**src/rtl/sdi_depacketizer.sv**
```systemverilog
`default_nettype none
// ============================================================================
//  Module   : sdi_depacketizer
//  Purpose  : Receive side of the ST2110 packetizer. Each 32-bit RTP payload
//             word carries {6-bit header, video sample, audio sample}. The
//             header is checked and a HUNT/LOCKED state machine acquires lock.
//             While locked, good words are split into video/audio samples and
//             queued in a small FIFO. The FIFO feeds a valid/ready output
//             toward the IP-to-SDI reconstruction path.
//  Ports    : clk, rst          - single clock, synchronous active-high reset
//             rtp_data[31:0]    - payload word (header | video | audio)
//             rtp_valid         - word valid; always consumed, no backpressure
//             video_data        - video sample at the FIFO head
//             audio_data        - audio sample at the FIFO head
//             out_valid         - FIFO non-empty, head sample presented
//             out_ready         - downstream takes the head on valid && ready
//             locked            - 1 while in LOCKED
//             hdr_err_cnt[15:0] - header-mismatch words, saturating
//             ovf_cnt[15:0]     - words dropped on FIFO full, saturating
//             overflow          - sticky drop flag, cleared only by rst
//  Revision : 1.0 - initial release
// ============================================================================
module sdi_depacketizer #(
  parameter int         VIDEO_WIDTH = 10,
  parameter int         AUDIO_WIDTH = 16,
  parameter logic [5:0] HDR_PATTERN = 6'b100000,
  parameter int         FIFO_DEPTH  = 4,
  parameter int         LOCK_COUNT  = 3,
  parameter int         LOSS_COUNT  = 2
) (
  input  logic                   clk,
  input  logic                   rst,
  input  logic [31:0]            rtp_data,
  input  logic                   rtp_valid,
  output logic [VIDEO_WIDTH-1:0] video_data,
  output logic [AUDIO_WIDTH-1:0] audio_data,
  output logic                   out_valid,
  input  logic                   out_ready,
  output logic                   locked,
  output logic [15:0]            hdr_err_cnt,
  output logic [15:0]            ovf_cnt,
  output logic                   overflow
);

  localparam int SAMPLE_W = VIDEO_WIDTH + AUDIO_WIDTH;
  localparam int PTR_W    = (FIFO_DEPTH > 1) ? $clog2(FIFO_DEPTH) : 1;
  localparam int CNT_W    = $clog2(FIFO_DEPTH + 1);
  localparam int GOOD_W   = $clog2(LOCK_COUNT + 1);
  localparam int BAD_W    = $clog2(LOSS_COUNT + 1);

  typedef enum logic [0:0] {
    HUNT   = 1'b0,
    LOCKED = 1'b1
  } state_t;

  // --------------------------------------------------------------------------
  // Header check
  // --------------------------------------------------------------------------
  logic                good;
  logic                bad;
  logic [SAMPLE_W-1:0] in_sample;

  assign good      = rtp_valid && (rtp_data[31:26] == HDR_PATTERN);
  assign bad       = rtp_valid && !good;
  assign in_sample = rtp_data[SAMPLE_W-1:0];

  // --------------------------------------------------------------------------
  // Lock state machine
  // --------------------------------------------------------------------------
  state_t            state;
  logic [GOOD_W-1:0] good_run;
  logic [BAD_W-1:0]  bad_run;

  always_ff @(posedge clk) begin
    if (rst) begin
      state       <= HUNT;
      locked      <= 1'b0;
      good_run    <= '0;
      bad_run     <= '0;
      hdr_err_cnt <= '0;
    end else begin
      if (bad && (hdr_err_cnt != 16'hFFFF))
        hdr_err_cnt <= hdr_err_cnt + 16'd1;

      case (state)
        HUNT: begin
          if (good) begin
            // The word that completes the run is consumed by the lock
            // decision itself and never reaches the FIFO.
            if (good_run == GOOD_W'(LOCK_COUNT - 1)) begin
              state    <= LOCKED;
              locked   <= 1'b1;
              good_run <= '0;
              bad_run  <= '0;
            end else begin
              good_run <= good_run + GOOD_W'(1);
            end
          end else if (bad) begin
            good_run <= '0;
          end
        end
        LOCKED: begin
          if (good) begin
            bad_run <= '0;
          end else if (bad) begin
            if (bad_run == BAD_W'(LOSS_COUNT - 1)) begin
              state    <= HUNT;
              locked   <= 1'b0;
              good_run <= '0;
              bad_run  <= '0;
            end else begin
              bad_run <= bad_run + BAD_W'(1);
            end
          end
        end
        default: begin
          state  <= HUNT;
          locked <= 1'b0;
        end
      endcase
    end
  end

  // --------------------------------------------------------------------------
  // Output FIFO
  // --------------------------------------------------------------------------
  logic [SAMPLE_W-1:0] mem [FIFO_DEPTH];
  logic [PTR_W-1:0]    wr_ptr;
  logic [PTR_W-1:0]    rd_ptr;
  logic [PTR_W-1:0]    rd_next;
  logic [CNT_W-1:0]    count;
  logic [CNT_W-1:0]    count_after_pop;
  logic [CNT_W-1:0]    count_next;
  logic [SAMPLE_W-1:0] head_sample;
  logic                push_req;
  logic                full;
  logic                pop;
  logic                push;
  logic                drop;

  assign push_req = (state == LOCKED) && good;
  assign full     = (count == CNT_W'(FIFO_DEPTH));
  assign pop      = out_valid && out_ready;
  // A pop in the same cycle frees the slot, so a full FIFO still accepts.
  assign push     = push_req && (!full || pop);
  assign drop     = push_req && full && !pop;

  always_comb begin
    count_after_pop = count - CNT_W'(pop);
    count_next      = count_after_pop + CNT_W'(push);
    rd_next         = pop ? (rd_ptr + PTR_W'(1)) : rd_ptr;
  end

  always_ff @(posedge clk) begin
    if (push)
      mem[wr_ptr] <= in_sample;
  end

  // The head sample is held in its own register so the outputs keep their
  // last value once the FIFO runs empty.
  always_ff @(posedge clk) begin
    if (rst) begin
      wr_ptr      <= '0;
      rd_ptr      <= '0;
      count       <= '0;
      out_valid   <= 1'b0;
      head_sample <= '0;
      ovf_cnt     <= '0;
      overflow    <= 1'b0;
    end else begin
      if (push)
        wr_ptr <= wr_ptr + PTR_W'(1);
      rd_ptr    <= rd_next;
      count     <= count_next;
      out_valid <= (count_next != '0);

      // Next head comes from storage if anything remains after the pop,
      // otherwise straight from the incoming word when one is being pushed.
      if (count_after_pop != '0)
        head_sample <= mem[rd_next];
      else if (push)
        head_sample <= in_sample;

      if (drop) begin
        overflow <= 1'b1;
        if (ovf_cnt != 16'hFFFF)
          ovf_cnt <= ovf_cnt + 16'd1;
      end
    end
  end

  assign video_data = head_sample[SAMPLE_W-1:AUDIO_WIDTH];
  assign audio_data = head_sample[AUDIO_WIDTH-1:0];

endmodule
`default_nettype wire

```
**config.mk**
```make
export PLATFORM = sky130hd
export DESIGN_NAME = sdi_depacketizer
export DESIGN_NICKNAME = d
export VERILOG_FILES = /design/src/rtl/sdi_depacketizer.sv
export SDC_FILE = /design/constraint.sdc
export NUM_CORES = 1
export LEC_CHECK = 0
export ABC_CLOCK_PERIOD_IN_PS = 3500
export CAP_MARGIN = 20
export CORE_ASPECT_RATIO = 0.7
export CORE_MARGIN = 2
export CORE_UTILIZATION = 56
export DETAILED_ROUTE_END_ITERATION = 10
export PLACE_DENSITY_LB_ADDON = 0.1
export SLEW_MARGIN = 20
export SYNTH_ARGS = -nofsm -noshare
export SYNTH_HDL_FRONTEND = slang
export SYNTH_SLANG_ARGS = --single-unit
```
**constraint.sdc**
```tcl
create_clock -name clk -period 3.5 [get_ports clk]
set_input_delay 0.525 -clock clk [delete_from_list [all_inputs] [get_ports clk]]
set_output_delay 0.525 -clock clk [all_outputs]
set_load 0.005 [all_outputs]
```
Yosys cells after proc, flatten, opt, wreduce, memory -nomap -nowiden
Memories as Yosys holds them, arrays and structs flattened.
Index checks and enable logic that the tools add are counted.
- add/sub/neg operators: 8
- multiply operators: 0
- divide/modulo/power cells: 0
- order comparisons: 0
- eq/ne operators: 13
- shifts and indexed selects: 0
- mux-type cells: 30
- bitwise logic cells: 1
- reduce and logical (&&, ||, !) cells: 19
- operators with widths (kind ; count):
    26-bit 2-to-1 mux ; 2
    16-bit by 1-bit adder with 16-bit output (second input constant) ; 2
    16-bit != test (second input constant) ; 2
    2-bit 2-to-1 mux ; 12
    1-bit 2-to-1 mux ; 12
    2-bit by 1-bit adder with 2-bit output (second input constant) ; 4
    1-bit logical AND ; 8
    2-bit != test (second input constant) ; 4
    2-bit one-hot mux with 2 select lines ; 2
    6-bit equality test (second input constant) ; 1
    3-bit != test (second input constant) ; 2
    3-bit nonzero test ; 2
    5-bit AND reduction ; 1
    1-bit one-hot mux with 2 select lines ; 2
    4-bit AND reduction ; 1
    3-bit by 1-bit adder with 3-bit output ; 1
    3-bit equality test (second input constant) ; 1
    1-bit logical NOT ; 3
    3-bit AND reduction ; 1
    3-bit by 1-bit subtractor with 3-bit output ; 1
    2-bit by 1-bit equality test with 1-bit output (second input constant) ; 1
    2-bit equality test (second input constant) ; 1
    2-bit by 1-bit != test with 1-bit output (second input constant) ; 1
    2-bit AND reduction ; 1
    other kinds (3) ; 3
- register bits: 73
- bits in latches: 0
- memory bits (writable): 104
- memory bits (read-only): 0
- input bits: 36
- logic and storage cells: 84
- memories: 1
- memory list (name ; words ; bits a word ; read ports ; clocked after Yosys merged registers in ; wr ports ; RTL line ; RTL):
    mem ; 4 ; 26 ; 1 ; 0 ; 1 ; 127 ; logic [SAMPLE_W-1:0] mem [FIFO_DEPTH];

Depth between registers and ports, before layout
Gate-level depths: netlist of the first run.
- word-level depth: 7
- mapped depth: 12
- gate-level depth less buffers: 9

Worst setup path after synthesis of the first run
No wires, ideal clock.
- kind: in2reg
- start point: input port out_ready
- end point: register head_sample[3]
- setup time: 0.058 ns
- arrival time: 2.805 ns
- path slack: 0.637 ns
- stages on the path: 12
- buffers on the path: 3
- cell sequence: nand2_1 inv_1 buf_2 clkbuf_1 ha_1 ha_1 xnor2_1 nand4b_1 a21oi_1 clkbuf_1 a22oi_1 nand2_1
- cells in the longest elaborated chain, start to end: 4
- elaborated cells between the ends (all ways): 9
- those cells by class: add/sub (1); mux (2); reduce/logical (5); memory (1)
- RTL lines (what ; RTL line ; RTL):
    start: declaration ; 38 ; input logic out_ready,
    1-bit logical AND * ; 143 ; assign pop = out_valid && out_ready;
    3-bit by 1-bit subtractor with 3-bit output (tied with other cells) ; 149 ; count_after_pop = count - CNT_W'(pop);
    3-bit nonzero test (tied with other cells) ; 179 ; if (count_after_pop != '0)
    26-bit 2-to-1 mux / 2-bit nonzero test (equally long branches) ; n/a ;
    end signal: assignment ; 180 ; head_sample <= mem[rd_next];
    end signal: assignment ; 182 ; head_sample <= in_sample;
    end: declaration ; 134 ; logic [SAMPLE_W-1:0] head_sample;
Every way passes the cells marked *; elsewhere a longest branch is shown, timed or not.
A chain may end at the register's enable or synchronous reset.

Worst setup path after layout of the first run
- start point: input port out_ready
- end point: register head_sample[4]
The elaborated chain is that of the path after synthesis.

==> results of run 1 <==
-- critical path, delay by kind of cell --
kind	cells	cell delay, ns
adder cells (fa/ha/maj)	2	0.38
XOR/XNOR	1	0.29
AO/OA/AOI/OAI	3	1.20
AND/OR/NAND/NOR	1	0.15
buffers and inverters	2	0.51
-- cell type report --
cell class / count / area share
repair buffers: 114 / 0.113
inverters: 14 / 0.00541
clock buffers: 19 / 0.0445
multi-input cells: 445 / 0.326
clock inverters: 13 / 0.0143
flip-flops and latches: 177 / 0.472
well taps: 190 / 0.0245
-- report_power, final --
part           switching, mW  internal (mW)
Clock                  0.789           1.05
Sequential             0.194           2.36
Combinational          0.611          0.620
-- state kept, by name (all words and copies together), names as in the netlist --
| register | cells |
|---|---|
| wr_ptr | 2 |
| good_run | 2 |
| locked | 1 |
| state | 1 |
| out_valid | 1 |
| overflow | 1 |
| mem | 104 |
| ovf_cnt | 16 |
| bad_run | 2 |
| rd_ptr | 2 |
| hdr_err_cnt | 16 |
| head_sample | 26 |
| count | 3 |
-- synth_stat cells, types with 4 or more instances --
library cell,number,area share
nand2_1,19,0.0089
and4_1,5,0.0054
nand3_1,14,0.0087
mux2_2,12,0.017
o31ai_1,28,0.026
a221o_1,24,0.030
xnor2_1,19,0.021
o21ai_0,9,0.0056
dfxtp_1,73,0.18
a21oi_1,33,0.021
nand3b_1,40,0.037
or3_1,20,0.016
a2111oi_0,20,0.022
a211oi_1,31,0.029
ha_1,10,0.016
nor4_1,4,0.0031
nor2_1,38,0.018
nand4b_1,13,0.014
nor2b_1,21,0.016
clkbuf_1,39,0.018
o22ai_1,11,0.0086
buf_2,8,0.0050
nand4_1,8,0.0062
inv_1,14,0.0065
buf_1,7,0.0033
o31a_1,10,0.011
edfxtp_1,104,0.39
nor3_1,8,0.0050
and3_1,11,0.0086
-- how the worst max path moves through the flow --
stage,end,cells past startpoint,start,slack (ns)
after CTS,head_sample[15]$_SDFFE_PP0P_,9,out_ready,0.77
after global routing,head_sample[15]$_SDFFE_PP0P_,9,out_ready,0.59
final,head_sample[4]$_SDFFE_PP0P_,9,out_ready,0.74
after detailed placement,head_sample[15]$_SDFFE_PP0P_,9,out_ready,0.33
after global placement,head_sample[20]$_SDFFE_PP0P_,9,out_ready,0.48
after floorplan,head_sample[3]$_SDFFE_PP0P_,12,out_ready,0.64
-- through the flow --
stage | total power, mW | cells | util | hold slack, ns | cell area, µm²
6_report | 5.63 | 972 | 0.696 | 0.467 | 9720
3_3_place_gp | 3.76 | 940 | 0.655 | 0.461 | 9150
5_1_grt | 5.87 | 972 | 0.696 | 0.500 | 9720
2_1_floorplan | 3.23 | 692 | - | 0.465 | 8040
3_5_place_dp | 3.81 | 940 | 0.655 | 0.460 | 9150
4_1_cts | 5.65 | 972 | 0.696 | 0.471 | 9720
-- cells by family after synthesis --
group / synth area share
simple gates: 0.165
compound gates: 0.167
flops: 0.570
buf+inv: 0.0358
xor+xnor: 0.0260
mux: 0.0205
fa+ha+maj: 0.0156
-- metal layers --
metal | vias up | global-route usage
met4 | 0 | 0.0659
met5 | - | 0
met1 | 2944 | 0.341
met2 | 209 | 0.384
li1 | 2861 | -
met3 | 27 | 0.0627
==> flow_metrics.py, run 1 <==
metrics = {
    "layout": {
        "num-fill-cells": 997,
        "layout.area.seq_um2": 4590,
        "finalNetCount": 815,
        "area_growth_pct": 20.9,
        "drive_above_1_share": 0.0895,
        "diodes": 0,
        "final_common_cell": "edfxtp_1",
        "final_cell_mix": "104 x edfxtp_1, 96 x clkdlybuf4s50_1, 71 x dfxtp_1",
        "multi_input_area_um2": 3170,
    },
    "floorplanning": {
        "start_util": 0.576,
        "die-area_um2": 15300,
        "io_pins": 97,
        "placementRows": 36,
        "dieHeight_um": 104,
        "core-area_um2": 14000,
        "die_w_um": 147,
    },
    "place": {
        "gp_congestion": 0.823,
        "place_hpwl_mm": 11.2,
        "io_buffers": 96,
        "dp_slack_ns": 0.335,
    },
    "worst_hold_path": {
        "min_from": "overflow$_SDFFE_PP0P_",
        "hold_path_class": "reg -> reg",
        "hold_end": "overflow$_SDFFE_PP0P_",
        "hold_depth": 2,
    },
    "clocking": {
        "numCtsBuffers": 17,
        "cts_setup_buffers": 0,
        "cts_buffer_depth": 2,
        "ctsHoldBuffers": 0,
        "htree_levels": 4,
        "root_buffer": "clkbuf_16",
        "ctsResizeCount": 0,
        "clk_pin_slew_worst_paths_ns": 0.06,
        "clkLatencyLatePin_ns": 0.43,
        "clock-sinks": 177,
        "cts_tree": "built",
    },
    "critical_path": {
        "arrival_ns": 3.07,
        "path_cells": "clkdlybuf4s50_1, nand2_1, inv_2, ha_1, ha_1, xnor2_1, a31o_2, a2111oi_0, a221o_1",
        "start_kind": "primary input",
        "cp_max_fo": 26,
        "worst-setup-path-type": "in -> reg",
        "reg2reg_slack_ns": 0.84,
        "r2r-end": "head_sample[1]$_SDFFE_PP0P_",
        "slowest_delay_ns": 0.65,
        "worst_path_max_delay_cell": "a31o_2",
        "ff2ff_path_depth": 5,
        "end_kind": "register",
        "crit-reg2reg-launch": "rd_ptr[0]$_SDFF_PP0_",
        "cp.required_ns": 3.82,
        "cpMostUsedCell": "ha_1",
    },
    "sta": {
        "relSlewSlack": 0.311,
        "rsz0062_at_grt": "no",
        "clock_skew_ns": 0.0123,
        "tightestPinTransition_ns": 1.03,
        "drv_slew": 0,
        "min_period_ns": 2.76,
        "setup_viol": 0,
        "setup-tns-final_ns": 0,
        "fin_ws_ns": 0.744,
        "timing.fmax_mhz": 363,
        "fin_crit_sh": 0.788,
        "hold_viol": 0,
    },
    "global_routing": {
        "grt_max_degree": 107,
        "grt_pass1_vias": 5823,
        "grt_pass1_wl_mm": 29.6,
        "overflow": 0,
        "antenna_found_initial": 0,
        "track_usage": 0.245,
    },
    "detailed_routing": {
        "wl_met2_mm": 8.73,
        "vias": 6041,
        "drt_iter0_markers": 495,
        "firstDrtPassIters": 5,
        "met1_length_mm": 8.27,
        "via_per_inst": 6.22,
        "met3_length_mm": 1.20,
        "drc": 0,
        "antenna_left": 0,
        "highest-signal-layer": "met4",
        "wl_per_cell_um": 19.0,
        "routed_wl_mm": 18.5,
    },
    "status": {
        "status": "complete, no violations",
    },
    "yosys": {
        "synthCells": 692,
        "synth_cell_types": 55,
        "yosysWarnings": 0,
        "synth-main-ff-cell": "edfxtp_1",
        "avgSynthCellArea_um2": 11.6,
        "async_flop_share": 0,
        "synth-edff-count": 104,
        "synth_seq_cells": 177,
        "syn_nets": 738,
        "syn_area_um2": 8040,
        "yosysSeqAreaShare": 0.570,
    },
    "power_and_ir_drop": {
        "leakage_nw": 3.06,
        "p_per_area_nw_per_um2": 579,
        "vdd_drop_max_v": 0.000457,
    },
    "flow_run": {
        "drv_cap": 0,
    },
}
Note: power is estimated with default switching activity, not from simulation.
==> inputs of run 2 (changes only) <==
ABC_CLOCK_PERIOD_IN_PS = 2800   (was 3500)
clock period = 2.8 ns   (was 3.5 ns; I/O delays follow)
==> run 2 against run 1 <==
Effect of this change:
- non-clock buffer count up 7
- highest routed layer unchanged
- via count up 0.17%
- clock skew down 0.0056 ns
- count of clock-buffer cells in the layout up 3
- critical endpoint is now head_sample[7]$_SDFFE_PP0P_
- critical path depth up 1
- cell area up 1.8%
- sequential power up 23%
==> flow_metrics.py, run 2 (synthesized netlist as in run 1, its figures left out) <==
metrics = {
    "critical_path": {
        "worst-setup-path-type": "in -> reg",
        "arrival_ns": 2.76,
        "cp_max_fo": 26,
        "start_kind": "primary input",
        "cp.required_ns": 3.16,
        "end_kind": "register",
    },
    "clocking": {
        "root_buffer": "clkbuf_16",
        "cts_buffer_depth": 2,
        "cts_tree": "built",
        "clkLatencyLatePin_ns": 0.42,
        "clock-sinks": 177,
        "htree_levels": 4,
        "cts_setup_buffers": 0,
        "ctsResizeCount": 0,
        "clk_pin_slew_worst_paths_ns": 0.06,
        "ctsHoldBuffers": 0,
        "numCtsBuffers": 17,
    },
    "sta": {
        "timing.fmax_mhz": 418,
        "setup_viol": 0,
        "clock_skew_ns": 0.00665,
        "relSlewSlack": 0.590,
        "setup-tns-final_ns": 0,
        "tightestPinTransition_ns": 0.616,
        "drv_slew": 0,
        "fin_crit_sh": 0.855,
        "rsz0062_at_grt": "no",
        "hold_viol": 0,
        "fin_ws_ns": 0.407,
        "min_period_ns": 2.39,
    },
    "floorplanning": {
        "start_util": 0.576,
        "core-area_um2": 14000,
        "die_w_um": 147,
        "io_pins": 97,
        "placementRows": 36,
        "dieHeight_um": 104,
        "die-area_um2": 15300,
    },
    "layout": {
        "num-fill-cells": 978,
        "max_flop_register": "mem",
        "utilization": 0.709,
        "final_cell_mix": "104 x edfxtp_1, 96 x clkdlybuf4s50_1, 71 x dfxtp_1",
        "reg_top3": "mem: 104 flops, head_sample: 26 flops",
        "diodes": 0,
        "finalNetCount": 822,
        "largest_reg_flops": 104,
        "drive_above_1_share": 0.0989,
        "area_growth_pct": 23.1,
        "final_common_cell": "edfxtp_1",
    },
    "flow_run": {
        "drv_cap": 0,
    },
    "detailed_routing": {
        "drc": 0,
        "routed_wl_mm": 18.4,
        "vias": 6051,
        "firstDrtPassIters": 5,
        "via_per_inst": 6.18,
        "drt_iter0_markers": 402,
        "antenna_left": 0,
        "wl_per_cell_um": 18.8,
    },
    "global_routing": {
        "grt_pass1_vias": 5796,
        "grt_pass1_wl_mm": 29.5,
        "overflow": 0,
        "grt_max_degree": 64,
        "antenna_found_initial": 0,
        "track_usage": 0.242,
    },
    "place": {
        "place_hpwl_mm": 11.7,
        "io_buffers": 96,
        "dp_slack_ns": 0.0487,
        "gp_congestion": 0.898,
    },
    "power_and_ir_drop": {
        "leakage_nw": 3.16,
        "vdd_drop_max_v": 0.000489,
        "p_per_area_nw_per_um2": 720,
    },
    "status": {
        "status": "complete, no violations",
    },
    "worst_hold_path": {
        "hold_path_class": "reg -> reg",
    },
}
-- run 2: changes by cell type in the layout (fill, tap and decap cells not counted), sizes merged --
cell / before / now
buf: 18 / 25
clkinvlp: 7 / 2
clkbuf: 19 / 22
clkinv: 3 / 6
inv: 15 / 14
-- run 2: area by class of cell --
type,instances,area (µm²),share of cell area
repair buffers,121,1260,0.127
clock buffers,22,474,0.0479
well taps,190,238,0.0240
flip-flops and latches,177,4590,0.464
clock inverters,10,109,0.0110
multi-input cells,445,3170,0.321
inverters,14,52.6,0.00531
-- run 2: per-layer routing --
layer / GRT usage / wire, µm / vias to the layer above
met5: 0 / 0 / -
met4: 0.0948 / 338 / 0
li1: - / - / 2875
met1: 0.336 / 8430 / 2967
met2: 0.374 / 8560 / 180
met3: 0.0500 / 1070 / 29
-- run 2: final timing paths --
kind,from,to,slack [ns],depth (start not counted)
max,out_ready,head_sample[7]$_SDFFE_PP0P_,0.41,10
min,locked$_SDFFE_PP0P_,locked$_SDFFE_PP0P_,0.48,2
max reg2reg,rd_ptr[0]$_SDFF_PP0_,head_sample[7]$_SDFFE_PP0P_,0.55,5
min reg2reg,locked$_SDFFE_PP0P_,locked$_SDFFE_PP0P_,0.48,2
-- run 2: power by group --
group          switching [mW]  total, mW  internal (mW)  leakage, nW
clock                   0.939       2.32           1.38        0.286
sequential              0.202       3.16           2.95         1.53
combinational           0.814       1.65          0.839         1.34
-- run 2: worst max-delay path, stage by stage --
cell and delay (ns):
clkdlybuf4s50_1 0.43, nand2_1 0.16, inv_2 0.06, ha_1 0.18
ha_1 0.18, xnor2_1 0.17, a31o_2 0.29, buf_12 0.17
a2111oi_0 0.48, a221o_1 0.19
-- run 2: stage by stage --
step | total power, mW | instances | area, µm² | hold WS [ns]
after global routing | 7.43 | 979 | 9900 | 0.501
after global placement | 4.78 | 947 | 9310 | 0.456
after CTS | 7.16 | 979 | 9900 | 0.480
after floorplan | 4.03 | 692 | 8040 | 0.465
after detailed placement | 4.84 | 947 | 9310 | 0.466
final | 7.13 | 979 | 9900 | 0.481
